### src/rtl/ysyx_24100029_id_ex_stage_if.sv
// ysyx_24100029_id_ex_stage_if: IDU-side and EXU-side handshake/data bundle of the ID/EX stage
interface ysyx_24100029_id_ex_stage_if #(
  parameter int DATA_W = 32,
  parameter int CTRL_W = 16
);
  logic              IDU_valid;
  logic              IDU_ready;
  logic [DATA_W-1:0] IDU_pc;
  logic [DATA_W-1:0] IDU_imm;
  logic [4:0]        IDU_rd;
  logic              IDU_R_Wen;
  logic              IDU_mem_ren;
  logic [CTRL_W-1:0] IDU_ctrl;
  logic [2:0]        IDU_rs1_choice;
  logic [2:0]        IDU_rs2_choice;
  logic [DATA_W-1:0] RF_rdata1;
  logic [DATA_W-1:0] RF_rdata2;
  logic [DATA_W-1:0] EXU_fwd_data;
  logic              EXU_fwd_is_load;
  logic [DATA_W-1:0] WBU_fwd_data;
  logic [DATA_W-1:0] MEM_rdata;
  logic              MEM_rdata_valid;
  logic [DATA_W-1:0] MEM_fwd_data;
  logic              EXU_valid;
  logic              EXU_ready;
  logic [DATA_W-1:0] EXU_pc;
  logic [DATA_W-1:0] EXU_src1;
  logic [DATA_W-1:0] EXU_src2;
  logic [DATA_W-1:0] EXU_imm;
  logic [4:0]        EXU_rd;
  logic              EXU_R_Wen;
  logic              EXU_mem_ren;
  logic [CTRL_W-1:0] EXU_ctrl;
  modport slave (
    input  IDU_valid, IDU_pc, IDU_imm, IDU_rd, IDU_R_Wen, IDU_mem_ren, IDU_ctrl,
           IDU_rs1_choice, IDU_rs2_choice, RF_rdata1, RF_rdata2, EXU_fwd_data,
           EXU_fwd_is_load, WBU_fwd_data, MEM_rdata, MEM_rdata_valid, MEM_fwd_data, EXU_ready,
    output IDU_ready, EXU_valid, EXU_pc, EXU_src1, EXU_src2, EXU_imm, EXU_rd,
           EXU_R_Wen, EXU_mem_ren, EXU_ctrl
  );
  modport master (
    output IDU_valid, IDU_pc, IDU_imm, IDU_rd, IDU_R_Wen, IDU_mem_ren, IDU_ctrl,
           IDU_rs1_choice, IDU_rs2_choice, RF_rdata1, RF_rdata2, EXU_fwd_data,
           EXU_fwd_is_load, WBU_fwd_data, MEM_rdata, MEM_rdata_valid, MEM_fwd_data, EXU_ready,
    input  IDU_ready, EXU_valid, EXU_pc, EXU_src1, EXU_src2, EXU_imm, EXU_rd,
           EXU_R_Wen, EXU_mem_ren, EXU_ctrl
  );
endinterface

### src/rtl/ysyx_24100029_id_ex_stage.sv
// ysyx_24100029_id_ex_stage: ID/EX pipeline register with operand forwarding mux, load-use stall and stall counter
module ysyx_24100029_id_ex_stage #(
  parameter int DATA_W = 32,
  parameter int CTRL_W = 16,
  parameter int CNT_W  = 32
) (
  input  logic                 clk,
  input  logic                 rst,
  input  logic                 flush,
  ysyx_24100029_id_ex_stage_if.slave bus,
  output logic [CNT_W-1:0]     stall_cnt
);
  typedef enum logic {EMPTY, FULL} state_e;
  state_e            state_q, state_d;
  logic [DATA_W-1:0] pc_q, src1_q, src2_q, imm_q, src1_d, src2_d;
  logic [4:0]        rd_q;
  logic              wen_q, ren_q;
  logic [CTRL_W-1:0] ctrl_q;
  logic [CNT_W-1:0]  cnt_q;
  logic              hazard, space, accept;
  function automatic logic [DATA_W-1:0] pick(input logic [2:0] c, input logic [DATA_W-1:0] rf,
                                             exu, wbu, memr, memf);
    return c == 3'b001 ? exu : c == 3'b010 ? wbu : c == 3'b011 ? memr : c == 3'b100 ? memf : rf;
  endfunction
  always_comb begin
    src1_d = pick(bus.IDU_rs1_choice, bus.RF_rdata1, bus.EXU_fwd_data, bus.WBU_fwd_data,
                  bus.MEM_rdata, bus.MEM_fwd_data);
    src2_d = pick(bus.IDU_rs2_choice, bus.RF_rdata2, bus.EXU_fwd_data, bus.WBU_fwd_data,
                  bus.MEM_rdata, bus.MEM_fwd_data);
    hazard = bus.IDU_valid &&
             (((bus.IDU_rs1_choice == 3'b011 || bus.IDU_rs2_choice == 3'b011) && !bus.MEM_rdata_valid) ||
              ((bus.IDU_rs1_choice == 3'b001 || bus.IDU_rs2_choice == 3'b001) && bus.EXU_fwd_is_load));
    space = state_q == EMPTY || bus.EXU_ready;
    bus.IDU_ready = space && !hazard && !flush && !rst;
    accept = bus.IDU_valid && bus.IDU_ready;
    state_d = flush ? EMPTY : (accept || (state_q == FULL && !bus.EXU_ready)) ? FULL : EMPTY;
  end
  always_ff @(posedge clk) begin
    if (rst) begin
      state_q <= EMPTY;
      pc_q    <= '0;
      src1_q  <= '0;
      src2_q  <= '0;
      imm_q   <= '0;
      rd_q    <= '0;
      wen_q   <= 1'b0;
      ren_q   <= 1'b0;
      ctrl_q  <= '0;
      cnt_q   <= '0;
    end else begin
      state_q <= state_d;
      if (accept) begin
        pc_q   <= bus.IDU_pc;
        src1_q <= src1_d;
        src2_q <= src2_d;
        imm_q  <= bus.IDU_imm;
        rd_q   <= bus.IDU_rd;
        wen_q  <= bus.IDU_R_Wen;
        ren_q  <= bus.IDU_mem_ren;
        ctrl_q <= bus.IDU_ctrl;
      end
      // only cycles where the stage could have taken the instruction count as load-use stalls
      if (hazard && space && !flush && !(&cnt_q)) cnt_q <= cnt_q + CNT_W'(1);
    end
  end
  assign bus.EXU_valid   = state_q == FULL;
  assign bus.EXU_pc      = pc_q;
  assign bus.EXU_src1    = src1_q;
  assign bus.EXU_src2    = src2_q;
  assign bus.EXU_imm     = imm_q;
  assign bus.EXU_rd      = rd_q;
  assign bus.EXU_R_Wen   = wen_q;
  assign bus.EXU_mem_ren = ren_q;
  assign bus.EXU_ctrl    = ctrl_q;
  assign stall_cnt       = cnt_q;
endmodule
### src/flat_wrapper.sv
// flat-port wrapper written by rule: the top's interface ports become plain ports
module ysyx_24100029_id_ex_stage_flat 
#(
  parameter int DATA_W = 32,
  parameter int CTRL_W = 16,
  parameter int CNT_W  = 32
)
  (clk, rst, flush, stall_cnt, bus_IDU_valid, bus_IDU_pc, bus_IDU_imm, bus_IDU_rd, bus_IDU_R_Wen, bus_IDU_mem_ren, bus_IDU_ctrl, bus_IDU_rs1_choice, bus_IDU_rs2_choice, bus_RF_rdata1, bus_RF_rdata2, bus_EXU_fwd_data, bus_EXU_fwd_is_load, bus_WBU_fwd_data, bus_MEM_rdata, bus_MEM_rdata_valid, bus_MEM_fwd_data, bus_EXU_ready, bus_IDU_ready, bus_EXU_valid, bus_EXU_pc, bus_EXU_src1, bus_EXU_src2, bus_EXU_imm, bus_EXU_rd, bus_EXU_R_Wen, bus_EXU_mem_ren, bus_EXU_ctrl);
  ysyx_24100029_id_ex_stage_if #(.DATA_W(DATA_W), .CTRL_W(CTRL_W)) bus_i ();
  input  logic clk;
  input  logic rst;
  input  logic flush;
  output logic [CNT_W-1:0] stall_cnt;
  input wire logic [$bits(bus_i.IDU_valid)-1:0] bus_IDU_valid;
  input wire logic [$bits(bus_i.IDU_pc)-1:0] bus_IDU_pc;
  input wire logic [$bits(bus_i.IDU_imm)-1:0] bus_IDU_imm;
  input wire logic [$bits(bus_i.IDU_rd)-1:0] bus_IDU_rd;
  input wire logic [$bits(bus_i.IDU_R_Wen)-1:0] bus_IDU_R_Wen;
  input wire logic [$bits(bus_i.IDU_mem_ren)-1:0] bus_IDU_mem_ren;
  input wire logic [$bits(bus_i.IDU_ctrl)-1:0] bus_IDU_ctrl;
  input wire logic [$bits(bus_i.IDU_rs1_choice)-1:0] bus_IDU_rs1_choice;
  input wire logic [$bits(bus_i.IDU_rs2_choice)-1:0] bus_IDU_rs2_choice;
  input wire logic [$bits(bus_i.RF_rdata1)-1:0] bus_RF_rdata1;
  input wire logic [$bits(bus_i.RF_rdata2)-1:0] bus_RF_rdata2;
  input wire logic [$bits(bus_i.EXU_fwd_data)-1:0] bus_EXU_fwd_data;
  input wire logic [$bits(bus_i.EXU_fwd_is_load)-1:0] bus_EXU_fwd_is_load;
  input wire logic [$bits(bus_i.WBU_fwd_data)-1:0] bus_WBU_fwd_data;
  input wire logic [$bits(bus_i.MEM_rdata)-1:0] bus_MEM_rdata;
  input wire logic [$bits(bus_i.MEM_rdata_valid)-1:0] bus_MEM_rdata_valid;
  input wire logic [$bits(bus_i.MEM_fwd_data)-1:0] bus_MEM_fwd_data;
  input wire logic [$bits(bus_i.EXU_ready)-1:0] bus_EXU_ready;
  output wire logic [$bits(bus_i.IDU_ready)-1:0] bus_IDU_ready;
  output wire logic [$bits(bus_i.EXU_valid)-1:0] bus_EXU_valid;
  output wire logic [$bits(bus_i.EXU_pc)-1:0] bus_EXU_pc;
  output wire logic [$bits(bus_i.EXU_src1)-1:0] bus_EXU_src1;
  output wire logic [$bits(bus_i.EXU_src2)-1:0] bus_EXU_src2;
  output wire logic [$bits(bus_i.EXU_imm)-1:0] bus_EXU_imm;
  output wire logic [$bits(bus_i.EXU_rd)-1:0] bus_EXU_rd;
  output wire logic [$bits(bus_i.EXU_R_Wen)-1:0] bus_EXU_R_Wen;
  output wire logic [$bits(bus_i.EXU_mem_ren)-1:0] bus_EXU_mem_ren;
  output wire logic [$bits(bus_i.EXU_ctrl)-1:0] bus_EXU_ctrl;
  assign bus_i.IDU_valid = bus_IDU_valid;
  assign bus_i.IDU_pc = bus_IDU_pc;
  assign bus_i.IDU_imm = bus_IDU_imm;
  assign bus_i.IDU_rd = bus_IDU_rd;
  assign bus_i.IDU_R_Wen = bus_IDU_R_Wen;
  assign bus_i.IDU_mem_ren = bus_IDU_mem_ren;
  assign bus_i.IDU_ctrl = bus_IDU_ctrl;
  assign bus_i.IDU_rs1_choice = bus_IDU_rs1_choice;
  assign bus_i.IDU_rs2_choice = bus_IDU_rs2_choice;
  assign bus_i.RF_rdata1 = bus_RF_rdata1;
  assign bus_i.RF_rdata2 = bus_RF_rdata2;
  assign bus_i.EXU_fwd_data = bus_EXU_fwd_data;
  assign bus_i.EXU_fwd_is_load = bus_EXU_fwd_is_load;
  assign bus_i.WBU_fwd_data = bus_WBU_fwd_data;
  assign bus_i.MEM_rdata = bus_MEM_rdata;
  assign bus_i.MEM_rdata_valid = bus_MEM_rdata_valid;
  assign bus_i.MEM_fwd_data = bus_MEM_fwd_data;
  assign bus_i.EXU_ready = bus_EXU_ready;
  assign bus_IDU_ready = bus_i.IDU_ready;
  assign bus_EXU_valid = bus_i.EXU_valid;
  assign bus_EXU_pc = bus_i.EXU_pc;
  assign bus_EXU_src1 = bus_i.EXU_src1;
  assign bus_EXU_src2 = bus_i.EXU_src2;
  assign bus_EXU_imm = bus_i.EXU_imm;
  assign bus_EXU_rd = bus_i.EXU_rd;
  assign bus_EXU_R_Wen = bus_i.EXU_R_Wen;
  assign bus_EXU_mem_ren = bus_i.EXU_mem_ren;
  assign bus_EXU_ctrl = bus_i.EXU_ctrl;
  ysyx_24100029_id_ex_stage #(.DATA_W(DATA_W), .CTRL_W(CTRL_W), .CNT_W(CNT_W)) u_core (.clk(clk), .rst(rst), .flush(flush), .bus(bus_i), .stall_cnt(stall_cnt));
endmodule
### config.mk
export PLATFORM = sky130hd
export DESIGN_NAME = ysyx_24100029_id_ex_stage_flat
export DESIGN_NICKNAME = d
export VERILOG_FILES = /design/src/rtl/ysyx_24100029_id_ex_stage_if.sv /design/src/rtl/ysyx_24100029_id_ex_stage.sv /design/src/flat_wrapper.sv
export SDC_FILE = /design/constraint.sdc
export NUM_CORES = 1
export LEC_CHECK = 0
export BUFFER_PORTS_ARGS = -buffer_cell sky130_fd_sc_hd__buf_4
export CORE_AREA = 2 2 185 187
export CTS_BUF_LIST = sky130_fd_sc_hd__clkbuf_16
export DETAILED_ROUTE_END_ITERATION = 7
export DIE_AREA = 0 0 187 189
export GPL_TIMING_DRIVEN = 0
export HOLD_SLACK_MARGIN = 0.02
export PLACE_DENSITY_LB_ADDON = 0.3
export SLEW_MARGIN = 15
export SYNTH_ARGS = -nofsm -noshare
export SYNTH_HDL_FRONTEND = slang
export SYNTH_SLANG_ARGS = --single-unit
export TNS_END_PERCENT = 1
### constraint.sdc
create_clock -name clk -period 3.1 [get_ports clk]
set_input_delay 0.62 -clock clk [delete_from_list [all_inputs] [get_ports clk]]
set_output_delay 0.62 -clock clk [all_outputs]
set_load 0.02 [all_outputs]
Word level (Yosys, flattened, before mapping)
Index checks and enable logic that the tools add are counted.
- bits in registers: 184
- bits of input ports: 292
- logic and storage cells: 53
- add/sub/neg operators: 1
- eq/ne operators: 8
- mux-type cells: 9
- bitwise operators: 1
- reduce and logical (&&, ||, !) cells: 24
- operators by type and width (operator ; count):
    32-bit two-way mux ; 8
    32-bit by 1-bit adder with 32-bit output, second input constant ; 1
    32-bit AND reduction ; 1
    3-bit by 2-bit == test with 1-bit output, second input constant ; 4
    1-bit logical AND ; 11
    3-bit by 1-bit == test with 1-bit output, second input constant ; 2
    3-bit == test, second input constant ; 2
    1-bit zero test ; 6
    1-bit logical OR ; 5
    2-bit OR reduction ; 1
    1-bit two-way mux ; 1
    1-bit NOT ; 1

Longest topological paths before layout
Gate-level depths: netlist of the first run.
- depth after elaboration: 12
- gate-level depth with buffers: 9
- mapped depth without buffers: 6

Least setup slack after synthesis of the first run
Ideal clock, no wire load.
- path type: reg2reg
- start: reg u_core.cnt_q[0] (netlist: u_core.stall_cnt[0])
- end: reg u_core.cnt_q[8] (netlist: u_core.stall_cnt[8])
- setup time: 121 ps
- arrival: 2253 ps
- slack: 726 ps
- cell stages (with the launch flop): 8
- period minus slack after synthesis: 2374 ps
- path through: dfxtp_1 ha_1 nand3_1 or4_4 nor4_4 buf_6 nor4b_2 mux2_4
- cells in the longest elaborated chain, start to end: 3
- RTL lines (what ; line ; source):
    from (decl) ; ysyx_24100029_id_ex_stage.sv:19 ; logic [CNT_W-1:0] cnt_q;
    from (signal assigned) ; ysyx_24100029_id_ex_stage.sv:63 ; if (hazard && space && !flush && !(&cnt_q)) cnt_q <= cnt_q + CNT_W'(1);
    branches (longest 3 deep; another with 32-bit by 1-bit adder with 32-bit output) ; - ;
Parallel ways; which one is timed is not known.
A chain may end at the register's enable or synchronous reset.

Worst setup path after layout of the first run
- start: in bus_IDU_rs2_choice[2]
- end: out bus_IDU_ready
- cells in the longest elaborated chain, start to end: 9
- RTL lines (what ; line ; source):
    from (decl) ; flat_wrapper.sv:22 ; input wire logic [$bits(bus_i.IDU_rs2_choice)-1:0] bus_IDU_rs2_choice;
    3-bit by 2-bit == test with 1-bit output / 3-bit by 1-bit == test with 1-bit output (equally long branches) ; ysyx_24100029_id_ex_stage.sv:31, ysyx_24100029_id_ex_stage.sv:32 ;
    1-bit logical OR (on tied branches) ; ysyx_24100029_id_ex_stage.sv:31, ysyx_24100029_id_ex_stage.sv:32 ;
    1-bit logical AND (on tied branches) ; ysyx_24100029_id_ex_stage.sv:31, ysyx_24100029_id_ex_stage.sv:32 ;
    1-bit logical OR * ; ysyx_24100029_id_ex_stage.sv:31 ; (((bus.IDU_rs1_choice == 3'b011 || bus.IDU_rs2_choice == 3'b011) && !bus.MEM_rdata_valid) ||
    1-bit logical AND * ; ysyx_24100029_id_ex_stage.sv:30 ; hazard = bus.IDU_valid &&
    1-bit zero test * ; ysyx_24100029_id_ex_stage.sv:34 ; bus.IDU_ready = space && !hazard && !flush && !rst;
    1-bit logical AND * (3 in a row) ; ysyx_24100029_id_ex_stage.sv:34 ;
    to (decl) ; flat_wrapper.sv:32 ; output wire logic [$bits(bus_i.IDU_ready)-1:0] bus_IDU_ready;
Every way passes the cells marked *; elsewhere a longest branch is shown, timed or not.

==> results of run 1 <==
[sequential cells by signal, summed over array words and instances (netlist names), 5 cells and up]
name / cells
u_core.bus.EXU_ctrl: 16
u_core.bus.EXU_src2: 32
u_core.stall_cnt: 32
u_core.bus.EXU_imm: 32
u_core.bus.EXU_rd: 5
u_core.bus.EXU_pc: 32
u_core.bus.EXU_src1: 32
[worst max path at each step]
stage / start / endpoint / slack [ns] / cells after the start
3_3_place_gp: bus_IDU_rs2_choice[0] / u_core.bus.EXU_src1[14]$_SDFFE_PP0P_ / 0.1 / 9
5_1_grt: u_core.stall_cnt[0]$_SDFFE_PP0P_ / u_core.stall_cnt[20]$_SDFFE_PP0P_ / 0.18 / 7
4_1_cts: bus_IDU_rs2_choice[2] / bus_IDU_ready / 0.32 / 6
2_1_floorplan: u_core.stall_cnt[0]$_SDFFE_PP0P_ / u_core.stall_cnt[8]$_SDFFE_PP0P_ / 0.73 / 7
6_report: bus_IDU_rs2_choice[2] / bus_IDU_ready / 0.33 / 6
3_5_place_dp: rst / u_core.bus.EXU_src1[9]$_SDFFE_PP0P_ / 0.04 / 5
[per-stage QoR]
step / std cells / util / hold slack [ns] / power [mW]
finish: 2187 / 0.430 / 0.406 / 5.87
global route: 2187 / 0.430 / 0.390 / 6.09
CTS: 2187 / 0.430 / 0.382 / 5.89
detailed placement: 2155 / 0.413 / 0.445 / 3.75
global placement: 2155 / 0.413 / 0.440 / 3.74
floorplan: 1233 / - / 0.529 / 3.07
[power breakdown]
group	internal, mW	leakage [nW]	total, mW	switching (mW)
logic	0.542	4.18	1.22	0.682
registers	2.44	1.49	2.48	0.0451
clock network	1.06	0.269	2.16	1.10
total	4.04	5.94	5.87	1.83
[worst max-delay path: cells and delay by family]
kind	cells	cell delay (ns)
AO/OA/AOI/OAI	2	0.55
buffers and inverters	2	0.28
AND/OR/NAND/NOR	2	0.70
[cell usage after synthesis (2+ instances only)]
master,count,area [um^2]
a211oi_1,32,240
nor3_1,5,25.0
or3_1,3,18.8
o21ai_0,5,25.0
nor4b_2,2,30.0
nor2b_1,13,81.3
a221oi_1,96,841
nor2_1,55,206
mux2i_1,33,330
a31oi_1,32,200
nand4_1,3,18.8
a21o_1,32,240
or2_2,3,18.8
o211ai_1,33,248
or4_1,11,82.6
nor3b_1,3,22.5
mux2_2,6,67.6
nor4_2,3,37.5
buf_2,37,185
inv_1,9,33.8
clkbuf_1,77,289
dfxtp_1,184,3680
buf_6,2,22.5
mux2_4,5,75.1
o21ba_2,2,20.0
a21oi_1,167,836
or4b_1,2,20.0
nand2b_1,35,219
o41ai_1,2,17.5
o31ai_1,11,82.6
and3_1,4,25.0
nand3_1,16,80.1
nand2_1,281,1050
nor4_1,9,56.3
[routing by layer]
metal,share of wire,global-route usage,wire [um]
met5,0,0,0
met4,0.028,0.0885,1340
met3,0.081,0.0627,3880
met2,0.49,0.456,23600
met1,0.40,0.306,19100
[cell families (layout without fill, tap and decap cells)]
family | Yosys count | count (layout) | share of synthesized area
and+or+nand+nor | 457 | 457 | 0.218
AOI/OAI and AO/OA | 420 | 420 | 0.293
DFF | 184 | 184 | 0.383
buffers and inverters | 127 | 633 | 0.0563
muxes | 44 | 44 | 0.0491
adders and majority gates | 1 | 1 | 0.00130
[final cells by class]
type	count	area, um^2
buffer	118	508
clock buffer	17	425
clock inverter	15	134
fill	3431	19000
inverter	9	33.8
multi-input combinational	922	5400
sequential	184	3680
tap	448	561
timing repair buffer	474	3560
==> out/results.ini, run 1 <==
[floorplan]
dieArea_um2 = 35300
core_area_um2 = 33300
rows = 67
pin_count = 477
die_w_um = 187
start_util = 0.289
fp.dieH_um = 189

[synthesis]
ys.flop_type = dfxtp_1
synthesis.nets = 1526
syn_area_um2 = 9630
ys_seq_area_frac = 0.383
synth-seq-cells = 184
synthCells = 1233
synthDistinctLibCells = 54
ys_async_sr_fraction = 0
syn_area_per_cell_um2 = 7.81
yosysWarnings = 0
synth_edf_count = 0

[timing]
setup_viol = 0
drv_slew = 0
fin_worst_skew_ns = 0.0190
slew_headroom = 0.412
hold_viol = 0
fin_setup_tns_ns = 0
worst_pin_slew_ns = 0.879
fin_crit_sh = 0.893
period_minus_slack_ns = 2.77
rsz0062_at_grt = false
setup_ws_ns = 0.330
max_freq_ghz = 0.361

[route]
drc = 0
avgRoutedWirePerCell_um = 21.9
vias_per_cell = 5.44
first_pass_iters = 8
wl_um = 47900
vias = 11900
ant_nets = 0
drt_iter0_drc = 884

[global_routing]
first_global_vias = 11400
grt_usage = 0.258
grt_pass1_wl_um = 70100
grt_start_max_net_pins = 19
antenna_found_initial = 0
globalRouteOverflowTotal = 0

[worst_hold_path]
hold_depth = 3
min_to = u_core.bus.EXU_pc[20]$_SDFFE_PP0P_
min_from = bus_IDU_pc[20]
hold_class = input pin to flop

[placed_design]
place_area_um2 = 13700
pre_cts_slack_ns = 0.0440
port_buffers = 474
gp_congestion = 0.917
dp_hpwl_um = 37600

[cts]
clock_path_buffers = 2
clk_latency_ns = 0.46
cts_tree = done
cts_root_buf = clkbuf_16
post_cts_buffers = 0
cts_resized = 0
clock-sinks = 184
cts_hold_buffers = 0
ctsHtreeMaxLevel = 4
numCtsBuffers = 17
clk_pin_slew_ns = 0.08

[finish]
final_cell_area_um2 = 14300
final_common_cell = buf_4
diodes = 0
final_layout_size_suffix_gt1_frac = 0.329
layout_common_cells = buf_4, nand2_1, dfxtp_1
final_nets = 2019
syn_to_final_growth_pct = 48.6

[worst_setup_path]
crit_fanout = 6
crit_chain = buf_4 -> nor3b_2 -> o21a_1 -> o21ai_0 -> and3_1 -> buf_4
r2r_slack_ns = 0.38
r2r-start = u_core.stall_cnt[0]$_SDFFE_PP0P_
start_kind = input pin
cp_slowest_cell = nor3b_2
worstPathArrival_ns = 2.15
r2r.worst_path.cells = 7
required_ns = 2.48
slowest_delay_ns = 0.49
crit_path_frequent_cell = buf_4
worstSetupPathType = input pin to output pin
critPathCaptureType = output pin
rr_endpoint = u_core.stall_cnt[20]$_SDFFE_PP0P_

[power_and_ir_drop]
vdd_drop_max_v = 0.000393
power_leakage_nw = 5.94
power_density_nw_per_um2 = 410

[run_status]
status = complete, no violations

[run]
drv_cap = 0

No activity file was read; power rests on OpenSTA's default activity.
==> inputs of run 2 (changes only) <==
--- a/config.mk
+++ b/config.mk
@@ -6,14 +6,14 @@
 export NUM_CORES = 1
 export LEC_CHECK = 0
 export BUFFER_PORTS_ARGS = -buffer_cell sky130_fd_sc_hd__buf_4
-export CORE_AREA = 2 2 185 187
+export CORE_AREA = 2 2 184 186
 export CTS_BUF_LIST = sky130_fd_sc_hd__clkbuf_16
+export CTS_CLUSTER_DIAMETER = 100
 export DETAILED_ROUTE_END_ITERATION = 7
-export DIE_AREA = 0 0 187 189
+export DIE_AREA = 0 0 186 188
 export GPL_TIMING_DRIVEN = 0
 export HOLD_SLACK_MARGIN = 0.02
 export PLACE_DENSITY_LB_ADDON = 0.3
-export SLEW_MARGIN = 15
 export SYNTH_ARGS = -nofsm -noshare
 export SYNTH_HDL_FRONTEND = slang
 export SYNTH_SLANG_ARGS = --single-unit
==> constraint.sdc (replaced) <==
create_clock -name clk -period 2.45 [get_ports clk]
set_input_delay 0.49 -clock clk [delete_from_list [all_inputs] [get_ports clk]]
set_output_delay 0.49 -clock clk [all_outputs]
set_load 0.02 [all_outputs]
==> out/results.ini, run 2 (synthesis results as in run 1) <==
[route]
drc = 0
first_pass_iters = 6
vias_per_cell = 5.28
vias = 11600
ant_nets = 0
drt_iter0_drc = 921
avgRoutedWirePerCell_um = 21.3
wl_um = 46800

[power_and_ir_drop]
power_leakage_nw = 5.99
power_density_nw_per_um2 = 527
vdd_drop_max_v = 0.000470

[timing]
max_freq_ghz = 0.427
setup_viol = 0
slew_headroom = 0.480
worst_pin_slew_ns = 0.776
hold_viol = 0
fin_crit_sh = 0.957
fin_worst_skew_ns = 0.00999
drv_slew = 0
period_minus_slack_ns = 2.34
rsz0062_at_grt = false

[worst_setup_path]
crit_buf_inv = 3
slowest_delay_ns = 0.36
worstSetupPathType = input pin to output pin
cp-startpoint = bus_IDU_rs2_choice[0]
crit_fanout = 6
required_ns = 1.96
worstPathArrival_ns = 1.85
r2r-start = u_core.stall_cnt[0]$_SDFFE_PP0P_
crit_chain = buf_4 -> and2_1 -> clkbuf_1 -> a32o_2 -> o21ai_1 -> and3_1 -> buf_4
critPathCaptureType = output pin
crit_path_frequent_cell = buf_4
cp_slowest_cell = a32o_2
critPathTopFamily = compound AO/OA/AOI/OAI gates
start_kind = input pin

[floorplan]
rows = 67
core_area_um2 = 33100
die_w_um = 186
fp.dieH_um = 188
pin_count = 477
start_util = 0.291
dieArea_um2 = 35000

[cts]
clock-sinks = 184
cts_root_buf = clkbuf_16
cts_tree = done
clock_path_buffers = 2
cts_hold_buffers = 0
clk_latency_ns = 0.45
numCtsBuffers = 17
clk_pin_slew_ns = 0.08
ctsHtreeMaxLevel = 4

[global_routing]
grt_start_max_net_pins = 20
grt_pass1_wl_um = 68800
globalRouteOverflowTotal = 0
first_global_vias = 11500
antenna_found_initial = 2
grt_usage = 0.259

[finish]
final_nets = 2022
syn_to_final_growth_pct = 49.6
layout_common_cells = buf_4, nand2_1, dfxtp_1
utilization = 0.435
final_cell_area_um2 = 14400
final_layout_size_suffix_gt1_frac = 0.336
nFillCells = 3431
diodes = 0
final_common_cell = buf_4

[worst_hold_path]
min_from = bus_IDU_imm[2]
hold_class = input pin to flop

[run]
drv_cap = 0

[placed_design]
port_buffers = 474
gp_congestion = 0.935
dp_hpwl_um = 36900
place_area_um2 = 13700

[run_status]
status = complete, no violations

==> run 2: final cells by class <==
class | instances | area, um^2 | area share
sequential | 184 | 3690 | 0.256
clock buffer | 17 | 425 | 0.0295
tap | 448 | 561 | 0.0389
timing repair buffer | 477 | 3580 | 0.248
multi-input combinational | 922 | 5430 | 0.377
inverter | 9 | 33.8 | 0.00234
buffer | 118 | 515 | 0.0358
clock inverter | 15 | 181 | 0.0126
==> run 2: worst paths after layout <==
check                                        end  slack [ns]  cells after the start
max reg2reg     u_core.stall_cnt[8]$_SDFFE_PP0P_        0.11                      8
max                                bus_IDU_ready        0.11                      7
min reg2reg  u_core.bus.EXU_src1[2]$_SDFFE_PP0P_        0.45                      2
min           u_core.bus.EXU_imm[2]$_SDFFE_PP0P_        0.28                      3
==> run 2: worst min-delay path, stage by stage <==
cell	delay, ns
buf_4	0.11
nand2_1	0.04
a21oi_1	0.05
==> run 2: power breakdown <==
group          switching (mW)  internal (mW)  total (mW)
sequential             0.0552           3.08        3.14
clock                    1.44           1.47        2.91
combinational           0.852          0.687        1.54
==> run 2: what timing repair did <==
item                                    in CTS  in global routing
hold endpoints to repair                     0                  0
buffers inserted                             0                  2
endpoints found under the setup margin      35                 35
pin swaps                                    2                  2
gates cloned                                 0                  1
gates resized for setup                      8                  5
==> run 2: per-stage QoR <==
step           TNS (ns)  total power [mW]  cells  setup WS [ns]  hold WS (ns)
2_1_floorplan         0              3.88   1233         0.0756         0.529
3_3_place_gp     -58.13              4.72   2155         -0.507         0.442
3_5_place_dp     -60.55              4.73   2155         -0.533         0.445
4_1_cts               0              7.62   2187         0.0282         0.270
5_1_grt               0              7.86   2190         0.0166         0.277
6_report              0              7.59   2190          0.106         0.282
==> run 2: metal layers <==
layer  wire [um]  up-vias  global-route usage
li1            -     5502                   -
met1       18500     5389               0.312
met2       22900      591               0.454
met3        3840       91              0.0520
met4        1590        0              0.0924
met5           0        -                   0
==> inputs of run 3 (changes only) <==
--- a/config.mk
+++ b/config.mk
@@ -6,11 +6,10 @@
 export NUM_CORES = 1
 export LEC_CHECK = 0
 export BUFFER_PORTS_ARGS = -buffer_cell sky130_fd_sc_hd__buf_4
-export CORE_AREA = 2 2 184 186
+export CORE_AREA = 2 2 185 187
 export CTS_BUF_LIST = sky130_fd_sc_hd__clkbuf_16
-export CTS_CLUSTER_DIAMETER = 100
 export DETAILED_ROUTE_END_ITERATION = 7
-export DIE_AREA = 0 0 186 188
+export DIE_AREA = 0 0 187 189
 export GPL_TIMING_DRIVEN = 0
 export HOLD_SLACK_MARGIN = 0.02
 export PLACE_DENSITY_LB_ADDON = 0.3
==> constraint.sdc (replaced) <==
create_clock -name clk -period 2.4 [get_ports clk]
set_input_delay 0.48 -clock clk [delete_from_list [all_inputs] [get_ports clk]]
set_output_delay 0.48 -clock clk [all_outputs]
set_load 0.02 [all_outputs]
==> out/results.ini, run 3 (synthesis results as in run 1) <==
[timing]
max_freq_ghz = 0.427
slew_headroom = 0.428
period_minus_slack_ns = 2.34
hold_viol = 0
rsz0062_at_grt = true
worst_pin_slew_ns = 0.855
drv_slew = 0
setup_viol = 0
fin_worst_skew_ns = 0.0181
fin_crit_sh = 0.976

[route]
first_pass_iters = 8
drt_iter0_drc = 972
avgRoutedWirePerCell_um = 21.8
wl_um = 47900
vias = 11900
ant_nets = 0
drc = 0
vias_per_cell = 5.41

[global_routing]
first_global_vias = 11400
grt_pass1_wl_um = 70100
grt_start_max_net_pins = 19
grt_usage = 0.258
globalRouteOverflowTotal = 0
antenna_found_initial = 0

[floorplan]
rows = 67
core_area_um2 = 33300
die_w_um = 187
dieArea_um2 = 35300
pin_count = 477
start_util = 0.289
fp.dieH_um = 189

[cts]
clk_latency_ns = 0.46
clock_path_buffers = 2
ctsHtreeMaxLevel = 4
numCtsBuffers = 17
cts_root_buf = clkbuf_16
clock-sinks = 184
cts_hold_buffers = 0
clk_pin_slew_ns = 0.08
cts_tree = done

[worst_setup_path]
critPathTopFamily = simple AND/OR/NAND/NOR gates
crit_buf_inv = 1
start_kind = flop
slowest_delay_ns = 0.58
worstPathArrival_ns = 2.69
crit_chain = nand3_2 -> or4_4 -> nor4_4 -> buf_6 -> nor4b_2 -> mux2_4
worstSetupPathType = flop to flop
required_ns = 2.74
critPathCaptureType = flop
crit_fanout = 6
cp_slowest_cell = or4_4

[placed_design]
port_buffers = 474
gp_congestion = 0.917
place_area_um2 = 13700
place_inst = 2155
dp_hpwl_um = 37600

[worst_hold_path]
hold_class = input pin to flop

[power_and_ir_drop]
vdd_drop_max_v = 0.000505
power_leakage_nw = 5.98
power_density_nw_per_um2 = 527

[finish]
nFillCells = 3429
final_cell_area_um2 = 14400
syn_to_final_growth_pct = 49.5
final_nets = 2023
final_common_cell = buf_4
diodes = 0
layout_common_cells = buf_4, nand2_1, dfxtp_1
stdcell_count = 2191
final_layout_size_suffix_gt1_frac = 0.336
utilization = 0.433

[run]
drv_cap = 0

[run_status]
status = complete, no violations

[run 3: path summary, 6_finish.rpt]
path / slack, ns / startpoint / cells past startpoint / end
max: 0.06 / u_core.stall_cnt[11]$_SDFFE_PP0P_ / 6 / u_core.stall_cnt[8]$_SDFFE_PP0P_
max reg2reg: 0.06 / u_core.stall_cnt[11]$_SDFFE_PP0P_ / 6 / u_core.stall_cnt[8]$_SDFFE_PP0P_
min: 0.27 / bus_IDU_pc[20] / 3 / u_core.bus.EXU_pc[20]$_SDFFE_PP0P_
min reg2reg: 0.45 / u_core.bus.EXU_src1[3]$_SDFFE_PP0P_ / 2 / u_core.bus.EXU_src1[3]$_SDFFE_PP0P_
[run 3: final cells by class]
type | count | area, um^2 | area share
multi-input combinational | 922 | 5450 | 0.379
sequential | 184 | 3690 | 0.256
inverter | 9 | 33.8 | 0.00235
clock inverter | 15 | 134 | 0.00930
timing repair buffer | 478 | 3590 | 0.249
tap | 448 | 561 | 0.0389
buffer | 118 | 517 | 0.0359
clock buffer | 17 | 425 | 0.0295
[run 3: report_power, final]
part           internal (mW)  total (mW)  leakage [nW]  switching (mW)
Sequential              3.15        3.21          1.49          0.0582
Combinational          0.702        1.58          4.22           0.880
Clock                   1.37        2.80         0.269            1.43
Total                   5.22        7.58          5.98            2.36
[run 3: metal layers]
| metal | wire length [um] | share of wire | up-vias | track usage |
|---|---|---|---|---|
| met5 | 0 | 0 | - | 0 |
| met4 | 1350 | 0.028 | 0 | 0.0885 |
| met3 | 3930 | 0.082 | 94 | 0.0627 |
| met2 | 23700 | 0.49 | 611 | 0.456 |
| met1 | 18900 | 0.40 | 5650 | 0.306 |
| li1 | - | - | 5505 | - |
[run 3: worst reg2reg max path, cell delays in order (launching register included)]
cell and delay [ns]:
dfxtp_1 0.47, nand3_2 0.19, or4_4 0.58, nor4_4 0.44
buf_6 0.19, nor4b_2 0.06, mux2_4 0.29
[run 3: timing repair]
action,4_1_cts,5_1_grt
resized for setup,6,13
pin swaps,2,3
setup buffers,1,2
cloned,0,1
setup endpoints to repair,24,63
[run 3: stage by stage]
stage	setup WS [ns]	hold WS [ns]	power, mW	setup TNS [ns]
floorplan	0.0256	0.529	3.97	0
global placement	-0.462	0.440	4.83	-53.95
detailed placement	-0.516	0.445	4.84	-60.26
CTS	0.0121	0.242	7.62	0
global route	-0.0231	0.250	7.87	-0.0616
finish	0.0588	0.267	7.58	0
